$ cat src/rtl/decode_stage.sv
// rtl/decode_stage.sv - buffered, handshaked RV32I decode stage with FIFO, flush and illegal detection
module decode_stage #(
    parameter int QUEUE_DEPTH = 4,
    parameter bit ENABLE_M    = 1'b0
) (
    input  logic                           clk,
    input  logic                           rst_n,
    input  logic                           flush,
    input  logic                           in_valid,
    output logic                           in_ready,
    input  logic [31:0]                    in_instr,
    input  logic [31:0]                    in_pc,
    output logic                           out_valid,
    input  logic                           out_ready,
    output logic [31:0]                    out_pc,
    output logic [4:0]                     out_rs1,
    output logic [4:0]                     out_rs2,
    output logic [4:0]                     out_rd,
    output logic [2:0]                     out_funct3,
    output logic [6:0]                     out_funct7,
    output logic                           out_branch,
    output logic                           out_jump,
    output logic                           out_jump_src,
    output logic [2:0]                     out_alu_op,
    output logic                           out_alu_src_a,
    output logic [1:0]                     out_alu_src_b,
    output logic                           out_mem_read,
    output logic                           out_mem_write,
    output logic [1:0]                     out_mem_mask,
    output logic                           out_mem_sext,
    output logic                           out_reg_write,
    output logic [1:0]                     out_wb_src,
    output logic                           out_illegal,
    output logic [$clog2(QUEUE_DEPTH):0]   occupancy
);

    localparam int PW = $clog2(QUEUE_DEPTH);
    localparam int CW = PW + 1;

    localparam logic [6:0] OPC_OP     = 7'b0110011;
    localparam logic [6:0] OPC_OP_IMM = 7'b0010011;
    localparam logic [6:0] OPC_LOAD   = 7'b0000011;
    localparam logic [6:0] OPC_STORE  = 7'b0100011;
    localparam logic [6:0] OPC_BRANCH = 7'b1100011;
    localparam logic [6:0] OPC_JAL    = 7'b1101111;
    localparam logic [6:0] OPC_JALR   = 7'b1100111;
    localparam logic [6:0] OPC_LUI    = 7'b0110111;
    localparam logic [6:0] OPC_AUIPC  = 7'b0010111;
    localparam logic [6:0] OPC_FENCE  = 7'b0001111;

    typedef struct packed {
        logic [31:0] pc;
        logic [4:0]  rs1;
        logic [4:0]  rs2;
        logic [4:0]  rd;
        logic [2:0]  funct3;
        logic [6:0]  funct7;
        logic        branch;
        logic        jump;
        logic        jump_src;
        logic [2:0]  alu_op;
        logic        alu_src_a;
        logic [1:0]  alu_src_b;
        logic        mem_read;
        logic        mem_write;
        logic [1:0]  mem_mask;
        logic        mem_sext;
        logic        reg_write;
        logic [1:0]  wb_src;
        logic        illegal;
    } ctrl_t;

    logic [31:0]   instr_mem_q [QUEUE_DEPTH];
    logic [31:0]   pc_mem_q    [QUEUE_DEPTH];
    logic [PW-1:0] wr_ptr_q, wr_ptr_d;
    logic [PW-1:0] rd_ptr_q, rd_ptr_d;
    logic [CW-1:0] count_q, count_d;
    logic          out_valid_q, out_valid_d;
    ctrl_t         out_q, out_d;
    ctrl_t         dec;
    logic          push, pop, legal;
    logic [31:0]   head_instr;
    logic [6:0]    opcode, funct7;
    logic [2:0]    funct3;

    // in_ready must never look at out_ready so there is no comb path through the stage
    assign in_ready = !flush && rst_n && (count_q < CW'(QUEUE_DEPTH));
    assign push     = in_valid && in_ready;
    assign pop      = !flush && (count_q != '0) && (!out_valid_q || out_ready);

    assign head_instr = instr_mem_q[rd_ptr_q];
    assign opcode     = head_instr[6:0];
    assign funct3     = head_instr[14:12];
    assign funct7     = head_instr[31:25];

    always_comb begin
        dec           = '0;
        dec.mem_mask  = 2'b11;
        legal         = 1'b1;
        dec.pc        = pc_mem_q[rd_ptr_q];
        dec.rs1       = head_instr[19:15];
        dec.rs2       = head_instr[24:20];
        dec.rd        = head_instr[11:7];
        dec.funct3    = funct3;
        dec.funct7    = funct7;
        case (opcode)
            OPC_OP: begin
                dec.reg_write = 1'b1;
                dec.alu_op    = 3'b010;
                if (ENABLE_M && funct7 == 7'b0000001) begin
                    dec.alu_op = 3'b100;
                end else if (funct7 == 7'b0100000) begin
                    legal = (funct3 == 3'd0) || (funct3 == 3'd5);
                end else if (funct7 != 7'b0000000) begin
                    legal = 1'b0;
                end
            end
            OPC_OP_IMM: begin
                dec.alu_op    = 3'b011;
                dec.alu_src_b = 2'b01;
                dec.reg_write = 1'b1;
                if (funct3 == 3'd1 && funct7 != 7'b0000000) begin
                    legal = 1'b0;
                end
                if (funct3 == 3'd5 && funct7 != 7'b0000000 && funct7 != 7'b0100000) begin
                    legal = 1'b0;
                end
            end
            OPC_LOAD: begin
                dec.mem_read  = 1'b1;
                dec.reg_write = 1'b1;
                dec.wb_src    = 2'b01;
                dec.alu_src_b = 2'b01;
                case (funct3)
                    3'd0:    begin dec.mem_mask = 2'b01; dec.mem_sext = 1'b1; end
                    3'd1:    begin dec.mem_mask = 2'b10; dec.mem_sext = 1'b1; end
                    3'd2:    begin dec.mem_mask = 2'b11; dec.mem_sext = 1'b1; end
                    3'd4:    dec.mem_mask = 2'b01;
                    3'd5:    dec.mem_mask = 2'b10;
                    default: legal = 1'b0;
                endcase
            end
            OPC_STORE: begin
                dec.mem_write = 1'b1;
                dec.alu_src_b = 2'b01;
                case (funct3)
                    3'd0:    dec.mem_mask = 2'b01;
                    3'd1:    dec.mem_mask = 2'b10;
                    3'd2:    dec.mem_mask = 2'b11;
                    default: legal = 1'b0;
                endcase
            end
            OPC_BRANCH: begin
                dec.branch = 1'b1;
                dec.alu_op = 3'b001;
                legal      = !(funct3 == 3'd2 || funct3 == 3'd3);
            end
            OPC_JAL: begin
                dec.jump      = 1'b1;
                dec.reg_write = 1'b1;
                dec.wb_src    = 2'b10;
            end
            OPC_JALR: begin
                dec.jump      = 1'b1;
                dec.jump_src  = 1'b1;
                dec.alu_op    = 3'b011;
                dec.alu_src_b = 2'b01;
                dec.reg_write = 1'b1;
                dec.wb_src    = 2'b10;
                legal         = (funct3 == 3'd0);
            end
            OPC_LUI: begin
                dec.alu_src_a = 1'b1;
                dec.alu_src_b = 2'b01;
                dec.reg_write = 1'b1;
            end
            OPC_AUIPC: begin
                dec.alu_src_a = 1'b1;
                dec.alu_src_b = 2'b10;
                dec.reg_write = 1'b1;
            end
            OPC_FENCE: ;
            default: legal = 1'b0;
        endcase
        // illegal words still travel downstream, but must not cause any side effect
        if (!legal) begin
            dec.reg_write = 1'b0;
            dec.mem_read  = 1'b0;
            dec.mem_write = 1'b0;
            dec.branch    = 1'b0;
            dec.jump      = 1'b0;
        end
        dec.illegal = !legal;
    end

    always_comb begin
        wr_ptr_d    = wr_ptr_q;
        rd_ptr_d    = rd_ptr_q;
        count_d     = count_q;
        out_valid_d = out_valid_q;
        out_d       = out_q;
        if (push) begin
            wr_ptr_d = wr_ptr_q + PW'(1);
        end
        if (pop) begin
            rd_ptr_d    = rd_ptr_q + PW'(1);
            out_d       = dec;
            out_valid_d = 1'b1;
        end else if (out_ready) begin
            out_valid_d = 1'b0;
        end
        if (push && !pop) begin
            count_d = count_q + CW'(1);
        end else if (pop && !push) begin
            count_d = count_q - CW'(1);
        end
    end

    always_ff @(posedge clk) begin
        if (!rst_n || flush) begin
            wr_ptr_q    <= '0;
            rd_ptr_q    <= '0;
            count_q     <= '0;
            out_valid_q <= 1'b0;
            out_q       <= '0;
        end else begin
            wr_ptr_q    <= wr_ptr_d;
            rd_ptr_q    <= rd_ptr_d;
            count_q     <= count_d;
            out_valid_q <= out_valid_d;
            out_q       <= out_d;
        end
    end

    always_ff @(posedge clk) begin
        if (push) begin
            instr_mem_q[wr_ptr_q] <= in_instr;
            pc_mem_q[wr_ptr_q]    <= in_pc;
        end
    end

    assign occupancy     = count_q;
    assign out_valid     = out_valid_q;
    assign out_pc        = out_q.pc;
    assign out_rs1       = out_q.rs1;
    assign out_rs2       = out_q.rs2;
    assign out_rd        = out_q.rd;
    assign out_funct3    = out_q.funct3;
    assign out_funct7    = out_q.funct7;
    assign out_branch    = out_q.branch;
    assign out_jump      = out_q.jump;
    assign out_jump_src  = out_q.jump_src;
    assign out_alu_op    = out_q.alu_op;
    assign out_alu_src_a = out_q.alu_src_a;
    assign out_alu_src_b = out_q.alu_src_b;
    assign out_mem_read  = out_q.mem_read;
    assign out_mem_write = out_q.mem_write;
    assign out_mem_mask  = out_q.mem_mask;
    assign out_mem_sext  = out_q.mem_sext;
    assign out_reg_write = out_q.reg_write;
    assign out_wb_src    = out_q.wb_src;
    assign out_illegal   = out_q.illegal;

endmodule

$ cat config.mk
export PLATFORM = sky130hd
export DESIGN_NAME = decode_stage
export DESIGN_NICKNAME = d
export VERILOG_FILES = /design/src/rtl/decode_stage.sv
export SDC_FILE = /design/constraint.sdc
export NUM_CORES = 1
export LEC_CHECK = 0
export BUFFER_PORTS_ARGS = -buffer_cell sky130_fd_sc_hd__buf_2
export CAP_MARGIN = 20
export CORE_AREA = 2 2 159 161
export DETAILED_ROUTE_END_ITERATION = 12
export DIE_AREA = 0 0 161 163
export PLACE_DENSITY_LB_ADDON = 0.25
export RECOVER_POWER = 25
export SLEW_MARGIN = 30
export SYNTH_ARGS = -nofsm -noshare
export SYNTH_HDL_FRONTEND = slang
export SYNTH_SLANG_ARGS = --single-unit
$ cat constraint.sdc
create_clock -name clk -period 3.28 [get_ports clk]
set_input_delay 0.328 -clock clk [delete_from_list [all_inputs] [get_ports clk]]
set_output_delay 0.328 -clock clk [all_outputs]
set_load 0.02 [all_outputs]
After elaboration in Yosys (flattened, before gate mapping) --
Memories as Yosys holds them, arrays and structs flattened. A register that Yosys moved wholly into a read port is not among the register bits. Index checks and enable logic that the tools add are counted.
Storage, ports and cells: memories 2, bits in registers 51, logic and storage cells 114, RAM bits 256, bits of input ports 69, output and inout bits 80
Operators by class: muxes and demuxes 32, equal/unequal tests 17, reductions and logical operators 36, $add $sub $neg 4, $lt $le $gt $ge 1
Memories:
- instr_mem_q | words 4, bits a word 32, read ports 1, clocked after Yosys merged registers in 1, wr ports 1, RTL line 73 | logic [31:0] instr_mem_q [QUEUE_DEPTH];
- pc_mem_q | words 4, bits a word 32, read ports 1, clocked after Yosys merged registers in 1, wr ports 1, RTL line 74 | logic [31:0] pc_mem_q [QUEUE_DEPTH];
Operator list (count):
- $eq A7 B6 Y1 const B | 4
- $eq A7 B7 Y1 const B | 3
- $pmux W2 S2 | 5
- $mux W1 | 19
- $eq A7 B5 Y1 const B | 2
- $logic_and A1 B1 Y1 | 10
- $reduce_or A2 Y1 | 5
- $reduce_or A5 Y1 | 2
- $mux W2 | 4
- $eq A7 B2 Y1 const B | 1
- $eq A7 B4 Y1 const B | 1
- $logic_not A1 Y1 | 7
- $ne A7 B6 Y1 const B | 1
- $pmux W1 S7 | 1
- $reduce_bool A7 Y1 | 1
- $reduce_or A7 Y1 | 1
- $eq A3 B2 Y1 const B | 2
- $eq A3 B3 Y1 const B | 2
- $mux W3 | 2
- $pmux W2 S3 | 1
- $add A2 B1 Y2 const B | 2
- $logic_or A1 B1 Y1 | 4
- $reduce_bool A2 Y1 | 2
- $reduce_or A4 Y1 | 1
- other kinds (7) | 7

Logic depth before layout (Yosys ltp) --
Gate-level depths: netlist of the first run.
depth after elaboration 8, depth in mapped cells 11, gate-level depth less buffers 9

Least setup slack after synthesis of the first run --
OpenSTA, ideal clock, no wires.
path type input port to flip-flop, start input port flush, end memory instr_mem_q[0][0], enable pin, stages 4, path slack 0.208 ns, arrival 2.643 ns, buffers on the path 1, library setup time 0.429 ns, required time 2.851 ns, path through nand2b_1 > clkbuf_1 > nor2_1 > and3_1
Between the ends: longest elaborated chain between the ends 6
Ends and longest elaborated chain:
- start: declaration | RTL line 8 | input logic flush,
- $logic_not A1 Y1 | RTL line 87 | assign in_ready = !flush && rst_n && (count_q < CW'(QUEUE_DEPTH));
- $logic_and A1 B1 Y1 (2 in a row) | RTL line 87
- via in_ready | RTL line 10 | output logic in_ready,
- $logic_and A1 B1 Y1 | RTL line 88 | assign push = in_valid && in_ready;
- $mux W1 | RTL line 236 | if (push) begin
- $mux W1 (implied by the code) | RTL line 237 | instr_mem_q[wr_ptr_q] <= in_instr;
- end: declaration | RTL line 73
The timed path passes the listed nets, and every way through them passes these cells.

==> key figures, run 1 <==
Run status
  • Status: finished clean

Drt
  • Drt first-iter violations: 410
  • 1st-pass router iterations: 4
  • DR vias: ~6800
  • DRC violations left: 0
  • ANT nets after route: 0
  • Via/cell ratio: between 5 and 6
  • WL per Instance: about 20 µm
  • DRT Wirelength: ~25000 µm

STA
  • Final Max Tran Viols: 0
  • Post-route clock skew: 0.0173 ns
  • Period Utilization, post-route: a little under nine tenths
  • Setup Viol. Count Final: 0
  • Worst-Margin Slew: 0.985 ns
  • Tmin final: between 2 and 3 ns
  • RSZ-0062 raised after global routing: false
  • Slew margin rel.: roughly a third
  • Fin. Hold Viols: 0
  • Fin Setup TNS: 0 ns
  • Highest attainable clock frequency: ~360 MHz

Synth
  • Synth cell count leaders: 256 x edfxtp_1, 137 x nand2_1, 84 x dfxtp_1, 71 x a21oi_1, 63 x mux4_2
  • #FFs+latches synth: 340
  • Area leader, netlist: edfxtp_1
  • Synth unique cells: between 50 and 60
  • Post-synth top flop: edfxtp_1
  • Yosys top cell area share: between 60 and 70%
  • Sequential area share after synthesis: between 70% and 80%
  • EDFF count, synth: 256
  • Warnings from Yosys: 0
  • Async set-reset flop share out of synthesis: 0%
  • Cell count after synthesis: 760
  • Count leader, synth: edfxtp_1
  • Mean Syn Cell Area: ~17 µm²
  • Syn Nets: 835
  • Synth top area cells: edfxtp_1 61%, dfxtp_1 13%, mux4_2 11%
  • Netlist area before placement: ~13000 µm²

Setup path
  • FF-to-FF path depth: 6
  • CP Launch Type: register
  • Worst path depth: 6
  • CP top delay family: compound AO/OA/AOI/OAI gates
  • Kind of critical path: register to register
  • Reg2reg setup slack: about 0.48 ns
  • Crit path largest cell delay: between 0.6 and 0.7 ns
  • Crit path cell chain: buf_4 > mux4_2 > nor4_1 > a32oi_1 > o211a_4 > a221oi_2
  • WP data arrival: about 3.2 ns
  • Critical path endpoint category: register
  • Req. time, crit path: 3.70 ns
  • CP max-delay cell: mux4_2
  • Max FO, Critical Path: 14
  • Critical path buffer and inverter count: 1

Floorplanning
  • Die area: around 26000 µm²
  • Initial core utilization: just over 50%
  • Die W: 161 µm
  • Num rows: 58
  • Die height: between 150 and 200 µm
  • Ports: 149
  • Total core area: ~25000 µm²

Clocking
  • CTS tree: yes
  • Clk_lat worst skew: approximately 0.5 ns
  • Post-CTS sizing: 0
  • H-Tree Depth: 2
  • Root buf cell: clkbuf_16
  • Buffer count from post-CTS setup fixing: 0
  • Number of hold buffers added after CTS: 0
  • Clk sinks: between 300 and 400
  • CTS buffer count: 34
  • CTS Buffer Depth: 3
  • Clk pin slew, worst setup/hold paths: 0.06 ns

Pwr
  • P_leak: around 5 nW
  • PnR Total Power: ~0.009 W
  • Power density over the cells: a little under 600 nW/µm²
  • Peak supply drop: roughly 0.4 mV

Cells and area
  • Nets@finish: 986
  • Share of layout cells above drive strength 1: about a quarter
  • Fillers: around 2000
  • Fin area: approximately 15000 µm²
  • Layout area overhead: 17.5%

Flow run
  • Max-cap violations: 0

Min path
  • Hold path startpoint: in_instr[17]
  • Hold Path Class: input port to register
  • Hold path cells: 1

Placement
  • Area of placed instances: 13700 µm²
  • Post-DP HPWL: roughly 15000 µm
  • Port bufs: 147
  • Routability cong.: about 0.8

Global routing
  • Largest net degree at the start of global routing: between 70 and 80
  • Total track usage: just under 20%
  • Global-route wire length before repair: 38900 µm
  • Grt total ovfl: 0
  • Initial antenna violation count: 2
  • Vias in the first global route: 7048
[layout make-up]
| class | instances | area, µm² | share of cell area (%) |
|---|---|---|---|
| clock inverters | 12 | 85.1 | 0.576 |
| well taps | 330 | 413 | 2.79 |
| inverters | 7 | 26.3 | 0.178 |
| multi-input cells | 369 | 3010 | 20.4 |
| repair buffers | 159 | 843 | 5.71 |
| diodes | 2 | 5.00 | 0.0339 |
| flip-flops and latches | 340 | 9370 | 63.4 |
| clock buffers | 50 | 1010 | 6.87 |
[report_power, final]
part           switching (W)  total, W  leakage, nW  internal, W
logic               0.000236  0.000363         1.36     0.000127
registers          0.0000229   0.00469         2.99      0.00467
clock network        0.00151   0.00374        0.543      0.00223
total                0.00177   0.00880         4.89      0.00703
[worst register-to-register path: cells and delay by family, from the launching register on]
kind                   cells  cell delay, ns
buffers and inverters      1            0.27
AND/OR/NAND/NOR            1            0.46
AO/OA/AOI/OAI              3            0.71
multiplexers               1            0.65
flip-flops                 1            0.62
[state kept, by name, summed over array words and instances, names as in the netlist, 2 cells and up, named ones only]
signal,count
out_rd,5
out_alu_src_b,2
out_mem_mask,2
instr_mem_q,128
out_alu_op,2
rd_ptr_q,2
out_rs2,5
wr_ptr_q,2
occupancy,3
pc_mem_q,128
out_funct3,3
out_wb_src,2
out_pc,32
out_funct7,7
out_rs1,5
[cells by family after synthesis]
| group | Yosys count | share of synthesized area, % |
|---|---|---|
| fa+ha+maj | 6 | 0.657 |
| flops | 340 | 74.5 |
| xor+xnor | 7 | 0.488 |
| simple gates | 194 | 6.59 |
| other cells | 1 | 0.0298 |
| compound gates | 94 | 4.34 |
| mux | 67 | 11.6 |
| buf+inv | 51 | 1.74 |
[routing by layer]
| metal | part of all wire (%) | vias up | GRT usage (%) |
|---|---|---|---|
| li1 | - | 3199 | - |
| met1 | 45 | 3439 | 26.6 |
| met2 | 48 | 158 | 31.2 |
| met3 | 5.6 | 36 | 4.25 |
| met4 | 1.8 | 0 | 5.60 |
| met5 | 0 | - | 0 |
[cell usage in the layout, fill, tap and decap left out, drive strengths merged, types with 3 or more instances in the layout]
master,netlist,layout
nand2,137,137
ha,5,5
a21oi,71,71
o21ai,6,6
and3,4,4
xnor2,3,3
mux4,63,63
nor2b,3,3
clkbuf,28,96
inv,7,8
o31ai,3,3
nor3,9,9
a211oi,3,3
dfxtp,84,84
nor4,4,4
nor2,18,18
mux2i,3,3
buf,16,113
nand2b,3,3
clkinv,0,10
or2,4,4
nand3,5,5
xor2,4,4
edfxtp,256,256
[through the flow]
step	utilization, %	std cells	setup slack [ns]	hold slack (ns)
global route	59.9	1268	0.326	0.0511
finish	59.9	1269	0.481	0.0590
floorplan	-	760	0.208	0.427
detailed placement	55.6	1204	0.502	0.443
CTS	60.0	1266	0.462	0.0157
global placement	55.6	1204	0.590	0.440
[final timing paths]
| path | to |
|---|---|
| setup / recovery | out_jump |
| hold / removal | instr_mem_q[3][17] |
| setup reg to reg | out_jump |
| hold reg to reg | out_funct7[6] |
No activity file was read; power rests on OpenSTA's default activity.
==> run 2: changes to the inputs <==
--- a/config.mk
+++ b/config.mk
@@ -10,9 +10,10 @@
 export CORE_AREA = 2 2 159 161
 export DETAILED_ROUTE_END_ITERATION = 12
 export DIE_AREA = 0 0 161 163
-export PLACE_DENSITY_LB_ADDON = 0.25
+export PLACE_DENSITY_LB_ADDON = 0.08
 export RECOVER_POWER = 25
 export SLEW_MARGIN = 30
 export SYNTH_ARGS = -nofsm -noshare
 export SYNTH_HDL_FRONTEND = slang
 export SYNTH_SLANG_ARGS = --single-unit
+export TNS_END_PERCENT = 50
==> key figures, run 2 (synthesis gave the netlist of run 1 again) <==
Min path
  • Hold path cells: 1 (unchanged)
  • Hold Path Class: input port to register
  • Hold Path End: pc_mem_q[3][20]
  • Hold path startpoint: in_pc[20]

Drt
  • DR vias: 6948 (+1.7%)
  • ANT nets after route: 0 (unchanged)
  • Top sig layer: met5
  • Via/cell ratio: 5.47 (+1.5%)
  • DRC violations left: 0 (unchanged)
  • Drt first-iter violations: 401 (-2.2%)
  • WL per Instance: 20.2 µm (+2.9%)
  • 1st-pass router iterations: 5 (+1)
  • Met3 wire length: 1390 µm (-1.4%)
  • DRT Wirelength: 25700 µm (+3.0%)
  • Met1 WL: 10800 µm (-3.2%)
  • Length of routed met2 wiring: 12900 µm (+7.9%)

Setup path
  • Kind of critical path: register to register
  • CP top delay family: compound AO/OA/AOI/OAI gates
  • FF-to-FF path depth: 6 (unchanged)
  • Crit path largest cell delay: 0.67 ns (+0.02 ns)
  • Reg-to-reg endpoint: out_jump
  • Max FO, Critical Path: 11 (-3)
  • CP max-delay cell: mux4_2
  • Critical path endpoint category: register
  • CP Launch Type: register
  • Critical path buffer and inverter count: 1 (unchanged)
  • Crit path cell chain: buf_4 > mux4_2 > nor4_1 > a32oi_1 > o211a_4 > a221oi_2
  • Reg2reg setup slack: 0.46 ns (-0.03 ns)
  • Req. time, crit path: 3.68 ns (-0.02 ns)
  • WP data arrival: 3.22 ns (about the same)

STA
  • Fin. Hold Viols: 0 (unchanged)
  • Highest attainable clock frequency: 354 MHz (-0.89%)
  • Fin Setup TNS: 0 ns (unchanged)
  • Final Max Tran Viols: 0 (unchanged)
  • Worst-Margin Slew: 0.959 ns (-0.0261 ns)
  • Period Utilization, post-route: 86.1% (+0.77 points)
  • RSZ-0062 raised after global routing: false
  • Post-route clock skew: 0.0113 ns (-0.00598 ns)
  • Tmin final: 2.82 ns (+0.0252 ns)
  • Setup Viol. Count Final: 0 (unchanged)
  • Slew margin rel.: 36.0% (+1.7 points)

Cells and area
  • Fin area: 14700 µm² (-0.55%)
  • Nets@finish: 989 (+0.30%)
  • Share of layout cells above drive strength 1: 25.7% (-0.16 points)
  • Most frequent cells in the layout: 256 x edfxtp_1, 137 x nand2_1, 102 x buf_2
  • Layout area overhead: 16.9%
  • Final Util: 59.6% (-0.33 points)
  • Most common cell after layout, fill and taps aside: edfxtp_1
  • Fillers: 1978 (+1.2%)
  • Sequential cell area: 9370 µm² (unchanged)
  • Multi-input gate area: 3010 µm² (unchanged)

Clocking
  • Clk sinks: 340 (unchanged)
  • CTS Buffer Depth: 3 (unchanged)
  • H-Tree Depth: 2 (unchanged)
  • Number of hold buffers added after CTS: 0 (unchanged)
  • Clk pin slew, worst setup/hold paths: 0.06 ns (about the same)
  • Clk_lat worst skew: 0.50 ns (about the same)
  • CTS tree: yes
  • Root buf cell: clkbuf_16
  • Buffer count from post-CTS setup fixing: 0 (unchanged)
  • CTS buffer count: 35 (+2.9%)
  • Post-CTS sizing: 0 (unchanged)

Floorplanning
  • Num rows: 58 (unchanged)
  • Total core area: 24700 µm² (unchanged)
  • Initial core utilization: 50.9% (unchanged)
  • Ports: 149 (unchanged)
  • Die area: 26200 µm² (unchanged)
  • Die height: 163 µm (unchanged)
  • Die W: 161 µm (unchanged)

Global routing
  • Total track usage: 19.9% (+0.65 points)
  • Largest net degree at the start of global routing: 79 (unchanged)
  • Global-route wire length before repair: 39900 µm (+2.6%)
  • Grt total ovfl: 0 (unchanged)
  • Vias in the first global route: 7208 (+2.3%)
  • Initial antenna violation count: 2 (unchanged)

Placement
  • Area of placed instances: 13700 µm² (about the same)
  • Port bufs: 147 (unchanged)
  • Routability cong.: 0.857 (+7.0%)
  • Post-DP HPWL: 15500 µm (+6.4%)

Pwr
  • P_leak: 4.86 nW (-0.65%)
  • Power density over the cells: 585 nW/µm² (-1.7%)
  • Peak supply drop: 0.363 mV (-9.9%)

Run status
  • Status: finished clean

Flow run
  • Max-cap violations: 0 (unchanged)
-- run 2: worst max path at each step --
stage,endpoint,startpoint,slack (ns),cells after the start
final,out_jump,register,0.46,6
after global routing,out_jump,register,0.31,6
after CTS,out_jump,register,0.46,6
after detailed placement,out_jump,register,0.49,6
after global placement,out_jump,register,0.57,7
after floorplan,instr_mem_q[0][0],flush,0.21,4
-- run 2: cell type report --
type,instances,share of cell area (%)
Inverter,7,0.179
Antenna cell,2,0.0341
Clock buffer,49,6.59
Clock inverter,13,0.400
Tap cell,330,2.81
Timing Repair Buffer,161,5.68
Sequential cell,340,63.8
Multi-Input combinational cell,369,20.5
-- run 2: worst reg2reg max path: cells and delay by family (launching register included) --
kind,cells,cell delay (ns)
AOI/OAI and AO/OA,3,0.74
buffers and inverters,1,0.31
and+or+nand+nor,1,0.48
muxes,1,0.67
DFF,1,0.53
-- run 2: power by group --
group          switching (W)  internal [W]
Combinational       0.000232      0.000125
Sequential         0.0000232       0.00467
Clock                0.00149       0.00205
Total                0.00175       0.00685
-- run 2: layer usage --
layer	GRT usage, %	vias to the layer above
met5	0	-
met4	6.09	2
met3	4.25	47
met2	34.0	183
met1	25.9	3523
li1	-	3193
-- run 2: through the flow --
| step | hold WS, ns | cells | total power, W | setup WS [ns] |
|---|---|---|---|---|
| 2_1_floorplan | 0.427 | 760 | 0.00500 | 0.208 |
| 3_3_place_gp | 0.439 | 1207 | 0.00514 | 0.571 |
| 3_5_place_dp | 0.444 | 1207 | 0.00516 | 0.486 |
| 4_1_cts | 0.0155 | 1269 | 0.00870 | 0.456 |
| 5_1_grt | 0.0442 | 1270 | 0.00890 | 0.309 |
| 6_report | 0.0496 | 1271 | 0.00860 | 0.456 |
==> run 3: changes to the inputs <==
--- a/config.mk
+++ b/config.mk
@@ -8,9 +8,10 @@
 export BUFFER_PORTS_ARGS = -buffer_cell sky130_fd_sc_hd__buf_2
 export CAP_MARGIN = 20
 export CORE_AREA = 2 2 159 161
+export CTS_CLUSTER_SIZE = 30
 export DETAILED_ROUTE_END_ITERATION = 12
 export DIE_AREA = 0 0 161 163
-export PLACE_DENSITY_LB_ADDON = 0.08
+export PLACE_DENSITY = 0.82
 export RECOVER_POWER = 25
 export SLEW_MARGIN = 30
 export SYNTH_ARGS = -nofsm -noshare
==> key figures, run 3 (synthesis gave the netlist of run 1 again) <==
Setup path
  • Reg2reg setup slack: 0.42 ns (-0.03 ns)
  • Critical path endpoint category: register
  • Req. time, crit path: 3.70 ns (+0.02 ns)
  • CP top delay family: multiplexers
  • Reg-to-reg endpoint: out_jump
  • Critical path buffer and inverter count: 1 (unchanged)
  • CP max-delay cell: mux4_2
  • Max FO, Critical Path: 14 (+3)
  • CP Launch Type: register
  • Crit path largest cell delay: 0.70 ns (+0.03 ns)
  • Kind of critical path: register to register
  • WP data arrival: 3.27 ns (+0.05 ns)
  • Crit path cell chain: buf_4 > mux4_2 > nor4_1 > a32oi_1 > o211a_4 > a221oi_2
  • FF-to-FF path depth: 6 (unchanged)

Min path
  • Hold path startpoint: in_pc[9]
  • Hold Path Class: input port to register
  • Hold path cells: 1 (unchanged)
  • Hold Path End: pc_mem_q[3][9]

Drt
  • Drt first-iter violations: 456 (+14%)
  • 1st-pass router iterations: 4 (-1)
  • DRC violations left: 0 (unchanged)
  • DRT Wirelength: 25500 µm (-0.98%)
  • DR vias: 6981 (+0.47%)
  • Via/cell ratio: 5.48 (+0.32%)
  • ANT nets after route: 0 (unchanged)
  • WL per Instance: 20.0 µm (-1.1%)

Pwr
  • Peak supply drop: 0.577 mV (+59%)
  • P_leak: 4.90 nW (+0.70%)
  • Power density over the cells: 600 nW/µm² (+2.5%)
  • PnR Total Power: 0.00887 W (+3.1%)

Clocking
  • Root buf cell: clkbuf_16
  • Number of hold buffers added after CTS: 0 (unchanged)
  • Post-CTS sizing: 0 (unchanged)
  • CTS tree: yes
  • Clk pin slew, worst setup/hold paths: 0.06 ns (about the same)
  • Clk_lat worst skew: 0.51 ns (about the same)
  • Buffer count from post-CTS setup fixing: 0 (unchanged)
  • H-Tree Depth: 2 (unchanged)
  • Clk sinks: 340 (unchanged)
  • CTS Buffer Depth: 3 (unchanged)
  • CTS buffer count: 36 (+2.9%)

Placement
  • Post-DP HPWL: 14900 µm (-3.4%)
  • Routability cong.: 0.812 (-5.3%)
  • Port bufs: 147 (unchanged)

Floorplanning
  • Die height: 163 µm (unchanged)
  • Die area: 26200 µm² (unchanged)
  • Initial core utilization: 50.9% (unchanged)
  • Num rows: 58 (unchanged)
  • Total core area: 24700 µm² (unchanged)
  • Die W: 161 µm (unchanged)
  • Ports: 149 (unchanged)

STA
  • Post-route clock skew: 0.0178 ns (+0.00650 ns)
  • Setup Viol. Count Final: 0 (unchanged)
  • RSZ-0062 raised after global routing: false
  • Final Max Tran Viols: 0 (unchanged)
  • Slew margin rel.: 34.5% (-1.5 points)
  • Worst-Margin Slew: 0.982 ns (+0.0227 ns)
  • Highest attainable clock frequency: 350 MHz (-1.1%)
  • Fin. Hold Viols: 0 (unchanged)
  • Fin Setup TNS: 0 ns (unchanged)
  • Period Utilization, post-route: 87.1% (+0.96 points)
  • Min Hold Slack: 0.0488 ns (-0.000855 ns)
  • Tmin final: 2.86 ns (+0.0315 ns)

Cells and area
  • Layout area overhead: 17.6%
  • Fillers: 1908 (-3.5%)
  • Most common cell after layout, fill and taps aside: edfxtp_1
  • Share of layout cells above drive strength 1: 25.9% (+0.24 points)
  • Nets@finish: 989 (unchanged)
  • Most frequent cells in the layout: 256 x edfxtp_1, 137 x nand2_1, 99 x buf_2
  • Final Util: 59.9% (+0.37 points)

Global routing
  • Grt total ovfl: 0 (unchanged)
  • Vias in the first global route: 7076 (-1.8%)
  • Total track usage: 19.4% (-0.48 points)
  • Global-route wire length before repair: 39100 µm (-1.9%)
  • Initial antenna violation count: 2 (unchanged)
  • Largest net degree at the start of global routing: 79 (unchanged)

Flow run
  • Max-cap violations: 0 (unchanged)

Run status
  • Status: finished clean
run 3: layout make-up:
class                   instances  area (µm²)  share of cell area, %
well taps                     330         413                   2.79
flip-flops and latches        340        9370                   63.4
clock buffers                  51        1010                   6.82
inverters                       7        26.3                  0.178
multi-input cells             369        3010                   20.4
diodes                          1        2.50                 0.0169
clock inverters                15         111                  0.753
repair buffers                160         836                   5.65
run 3: how the worst max path moves through the flow:
stage / slack [ns] / cells past startpoint / end / start
floorplan: 0.21 / 4 / instr_mem_q[0][0] / flush
global placement: 0.47 / 6 / out_jump / register
detailed placement: 0.41 / 6 / out_jump / register
CTS: 0.39 / 6 / out_jump / register
global route: 0.19 / 6 / out_jump / register
finish: 0.42 / 6 / out_jump / register
run 3: layer usage:
metal / track usage [%] / share of wire, % / wire length (µm)
met5: 0 / 0.047 / 12
met4: 4.14 / 1.6 / 412
met3: 5.12 / 6.5 / 1660
met2: 32.0 / 49 / 12400
met1: 26.4 / 43 / 11000
run 3: metrics by stage:
stage               instances  worst slack, ns  instance area (µm²)
detailed placement       1206            0.414                13700
global placement         1206            0.469                13700
floorplan                 760            0.208                12600
finish                   1273            0.425                14800
global route             1272            0.190                14800
CTS                      1272            0.392                14800
run 3: worst register-to-register path, stage by stage (launching register included):
cell      delay, ns
dfxtp_2        0.57
buf_4          0.38
mux4_2         0.70
nor4_1         0.43
a32oi_1        0.23
o211a_4        0.21
a221oi_2       0.25
run 3: where the power goes:
part	leakage (nW)	internal [W]	switching [W]
clock network	0.550	0.00224	0.00157
registers	2.99	0.00467	0.0000230
logic	1.36	0.000125	0.000238
total	4.90	0.00703	0.00183
